==> src/rtl/spi_serializer.sv <==
// spi_serializer: transmit side of the SPI byte path.
// Bytes from the readback mux land in a one-entry holding register and are
// shifted out on poci MSB first, one bit per spi_clk. A byte already held when
// the current word's last bit completes is reloaded on that same edge, so
// consecutive words stream with no idle bit between them.
//
// Load handshake: a byte is taken on a rising edge of spi_clk where
// byte_valid && byte_ready. byte_ready is the inverse of the holding-register
// full flag. The producer keeps byte_in stable and byte_valid high until that
// edge. Loads are taken whatever the level of cs, so the next byte can be
// staged before the device is selected.
module spi_serializer #(
    parameter int DATA_W = 8
) (
    input  logic              spi_clk,
    input  logic              rstn,
    input  logic              cs,
    input  logic [DATA_W-1:0] byte_in,
    input  logic              byte_valid,
    output logic              byte_ready,
    output logic              poci,
    output logic              byte_done,
    output logic              underrun,
    output logic              o_dbg_state
);

    localparam int CNT_W = (DATA_W > 1) ? $clog2(DATA_W) : 1;
    localparam logic [CNT_W-1:0] LAST_BIT = CNT_W'(DATA_W - 1);

    typedef enum logic {
        ST_IDLE  = 1'b0,
        ST_SHIFT = 1'b1
    } state_t;

    state_t            r_state;
    logic [DATA_W-1:0] r_hold;
    logic              r_hold_full;
    logic [DATA_W-1:0] r_shift;
    logic [CNT_W-1:0]  r_bit_cnt;
    logic              r_byte_done;
    logic              r_underrun;

    logic w_load;
    logic w_last_bit;
    logic w_take;

    // A load needs an empty holding register, and a take needs a full one.
    // The two can therefore never fall on the same edge.
    assign w_load     = byte_valid && !r_hold_full;
    assign w_last_bit = (r_bit_cnt == LAST_BIT);
    assign w_take     = cs && r_hold_full &&
                        ((r_state == ST_IDLE) || ((r_state == ST_SHIFT) && w_last_bit));

    // Holding register. It keeps its contents through a cs abort and is lost only on rstn.
    always_ff @(posedge spi_clk) begin
        if (!rstn) begin
            r_hold      <= '0;
            r_hold_full <= 1'b0;
        end else if (w_load) begin
            r_hold      <= byte_in;
            r_hold_full <= 1'b1;
        end else if (w_take) begin
            r_hold_full <= 1'b0;
        end
    end

    // Shift FSM. It steps through the word's bits, reloads back to back, and
    // flags an underrun when no next word is waiting.
    always_ff @(posedge spi_clk) begin
        if (!rstn) begin
            r_state     <= ST_IDLE;
            r_shift     <= '0;
            r_bit_cnt   <= '0;
            r_byte_done <= 1'b0;
            r_underrun  <= 1'b0;
        end else if (!cs) begin
            r_state     <= ST_IDLE;
            r_shift     <= '0;
            r_bit_cnt   <= '0;
            r_byte_done <= 1'b0;
            r_underrun  <= 1'b0;
        end else begin
            r_byte_done <= 1'b0;
            case (r_state)
                ST_IDLE: begin
                    if (r_hold_full) begin
                        r_shift   <= r_hold;
                        r_bit_cnt <= '0;
                        r_state   <= ST_SHIFT;
                    end
                end
                ST_SHIFT: begin
                    if (w_last_bit) begin
                        r_byte_done <= 1'b1;
                        r_bit_cnt   <= '0;
                        if (r_hold_full) begin
                            r_shift <= r_hold;
                        end else begin
                            r_shift    <= '0;
                            r_state    <= ST_IDLE;
                            r_underrun <= 1'b1;
                        end
                    end else begin
                        r_shift   <= {r_shift[DATA_W-2:0], 1'b0};
                        r_bit_cnt <= r_bit_cnt + CNT_W'(1);
                    end
                end
                default: begin
                    r_state <= ST_IDLE;
                end
            endcase
        end
    end

    // poci is driven only from registers, so there is no input-to-pad path.
    assign byte_ready  = !r_hold_full;
    assign poci        = (r_state == ST_SHIFT) ? r_shift[DATA_W-1] : 1'b0;
    assign byte_done   = r_byte_done;
    assign underrun    = r_underrun;
    assign o_dbg_state = (r_state == ST_SHIFT);

endmodule

==> config.mk <==
export PLATFORM = sky130hd
export DESIGN_NAME = spi_serializer
export DESIGN_NICKNAME = d
export VERILOG_FILES = /design/src/rtl/spi_serializer.sv
export SDC_FILE = /design/constraint.sdc
export NUM_CORES = 1
export LEC_CHECK = 0
export BUFFER_PORTS_ARGS = -buffer_cell sky130_fd_sc_hd__clkbuf_2
export CAP_MARGIN = 10
export CORE_AREA = 3 3 45 64
export CTS_BUF_LIST = sky130_fd_sc_hd__clkbuf_4
export CTS_CLUSTER_DIAMETER = 40
export DETAILED_ROUTE_END_ITERATION = 10
export DIE_AREA = 0 0 48 67
export SYNTH_ARGS = -nofsm -noshare
export SYNTH_HDL_FRONTEND = slang
export SYNTH_SLANG_ARGS = --single-unit
==> constraint.sdc <==
create_clock -name spi_clk -period 1.88 [get_ports spi_clk]
set_input_delay 0.094 -clock spi_clk [delete_from_list [all_inputs] [get_ports spi_clk]]
set_output_delay 0.094 -clock spi_clk [all_outputs]
set_load 0.005 [all_outputs]
==> metrics.md <==
| Metric | Value |
|---|---|
| Die Wd | `48 um` |
| IO buf count | `16` |
| HP Class | `in2reg` |
| Vert. Die Dim | `67 um` |
| Hold Path Stages | `3` |
| Skew final | `0.0110 ns` |
| # clock sinks | `23` |
| Reg2Reg Depth | `5` |
| Final Hold Viols | `0` |
| Final WL | `1.83 mm` |
| Worst r2r dst | `r_shift[1]` |
| Area Overhead vs Synth | `19.8%` |
| Lkg Pwr | `0.447 nW` |
| Final std cells w/o fill | `152` |
| Syn Std Cell Area | `940 um^2` |
| Syn Inst Count | `107` |
| Core area | `2360 um^2` |
| Vias in the first global route | `816` |
| Yosys top cell by area | `dfxtp_1` |
| Maxcap violations | `0` |
| Initial DRC Count | `7` |
| Clock power frac | `27.8%` |
| Worst path required time | `2.14 ns` |
| Ratio of final minimum period to clock period | `81.1%` |
| Placed Cells incl. Taps | `139` |
| R2R setup slack | `0.36 ns` |
| Outcome | `finished clean` |
| Hold Path End | `r_hold_full` |
| TritonCTS clock tree | `yes` |
| Routed WL per cell | `12.0 um` |
| Die Area | `3220 um^2` |
| DP HPWL | `1.31 mm` |
| Worst-path maximum fanout | `7` |
| Logic pwr share | `10.3%` |
| Vias per inst | `5.24` |
| Seq/Total Area, Yosys | `49.0%` |
| Syn_nets | `122` |
| Net Sw Frac | `25.3%` |
| DRT antenna net count | `0` |
| Post-synth top area share | `49.0%` |
| Main area contributors after synthesis | `dfxtp_1 (49%), nand2_1 (7.2%), a21boi_1 (6.4%)` |
| GRT overflow | `0` |
| Critical path class | `reg2reg` |
| Post-CTS Resized | `0` |
| PwrDens | `742 nW/um^2` |
| RSZ-0062 raised after global routing | `false` |
| Placer Congestion | `0.667` |
| Remaining DRCs | `0` |
| Switching Power | `0.000212 W` |
| Vias | `797` |
| Initial antenna violation count | `0` |
| Worst vdd ir | `0.000456 V` |
| Row count | `21` |
| Pin count of the biggest net entering global routing | `18` |
| TritonCTS Buffers | `3` |
| Clock latency on the worst-skew pair | `0.32 ns` |
| Nets | `145` |
| GRT Overall Usage | `14.5%` |
| Setup TNS | `0 ns` |
| Hold_sp | `byte_valid` |
| Distinct cells, synth | `20` |
| Clock Tree Buf Depth | `2` |
| ANT cells | `0` |
| Worst-path clk slew | `0.13 ns` |
| Crit path DAT | `1.78 ns` |
| Register share of total power | `61.9%` |
| Crit path time final | `1.52 ns` |
| Post-CTS Hold Fix Bufs | `9` |
| Final Setup Violations | `0` |
| YS warnings | `0` |
| Worst Max-Slew Pin Slew | `0.530 ns` |
| Drt pass-1 iters | `4` |
| R2r startpoint | `r_bit_cnt[0]` |
| Final core utilization | `47.6%` |
| First-pass GRT wire length | `3.40 mm` |
| Startpoint Class | `register` |
| Int Pwr | `0.000623 W` |
| I/O pins | `17` |
| Fraction of layout cells with a size suffix above 1 | `17.1%` |
| H-tree levels | `1` |
| Postcts setup bufs | `0` |
| Root Driver | `clkbuf_4` |
| Max frequency | `656 MHz` |
| Avg Inst Size Synth | `8.78 um^2` |
| Initial Utilization | `39.7%` |
| Total power | `0.000835 W` |
| Slew Limit Fails | `0` |
| CP Capture Type | `register` |
| Slew headroom | `64.6%` |
| Number of synthesized register bits | `23` |
## layout make-up
class	instances	area [um^2]
fillers	236	1240
flip-flops and latches	23	460
multi-input cells	75	428
repair buffers	26	178
well taps	23	28.8
clock buffers	3	22.5
clock inverters	1	5.00
inverters	1	3.75
## metrics by stage
stage                     cell area (um^2)  setup slack (ns)  hold slack, ns
final                                 1130             0.355          0.0675
after global routing                  1130             0.151          0.0846
after global placement                1010             0.456           0.315
after floorplan                        940             0.639           0.202
after detailed placement              1010             0.399           0.315
after CTS                             1130             0.360          0.0561
## power by group through the flow
stage          Combinational, W  Clock, W  Sequential [W]
2_1_floorplan         0.0000590         0        0.000520
3_3_place_gp          0.0000699         0        0.000528
3_5_place_dp          0.0000717         0        0.000528
4_1_cts               0.0000861  0.000242        0.000517
5_1_grt               0.0000991  0.000260        0.000520
6_report              0.0000857  0.000232        0.000517
## cell usage in the layout (no fill, tap or decap), types with 4 or more instances in the layout
cell	count
nor3b_1	4
a22oi_1	7
dfxtp_1	23
nand2_1	18
a21oi_1	11
a21boi_1	8
dlygate4sd3_1	9
nor2_1	6
nand3_1	7
clkbuf_2	16
## cells by family after synthesis
logic type                 count (synthesis)  synth area share (%)
AOI/OAI and AO/OA                         30                  20.4
and+or+nand+nor                           42                  21.2
DFF                                       23                  49.0
buffers and inverters                      9                  5.46
adders and majority gates                  3                  4.00
## registers in the layout (all words and copies together), names as in the netlist
| name | flops |
|---|---|
| o_dbg_state | 1 |
| underrun | 1 |
| byte_done | 1 |
| r_hold_full | 1 |
| r_bit_cnt | 3 |
| r_hold | 8 |
| r_shift | 8 |
## layer usage
layer	routed length, um	part of all wire, %	vias up	global-route usage [%]
met5	0	0	-	0
met4	53	2.9	0	8.08
met3	60	3.3	5	1.62
met2	936	51	18	24.2
met1	775	42	360	16.8
li1	-	-	414	-
## worst max-delay path, cell delays in order (launching register included)
cell     delay [ns]
dfxtp_1        0.35
ha_1           0.22
ha_1           0.19
nor2b_1        0.39
a22oi_1        0.13
a21oi_1        0.17
## worst max-delay path by stage
stage	from	to	slack, ns	depth (start not counted)
after global routing	r_bit_cnt[0]	r_shift[2]	0.15	5
final	r_bit_cnt[0]	r_shift[1]	0.36	5
after CTS	r_bit_cnt[0]	r_shift[1]	0.36	5
after global placement	r_bit_cnt[0]	r_shift[1]	0.46	5
after detailed placement	r_bit_cnt[0]	r_shift[4]	0.40	5
after floorplan	r_bit_cnt[0]	r_shift[1]	0.64	6
## cells in the mapped netlist (all sizes together)
cell / instances
a21boi: 8
a21oi: 11
a22oi: 7
a31oi: 3
and2: 1
buf: 7
clkbuf: 1
dfxtp: 23
ha: 3
inv: 1
nand2: 18
nand2b: 3
nand3: 7
nor2: 7
nor2b: 2
nor3b: 4
o21ai: 1
Note: power is estimated with default switching activity, not from simulation.
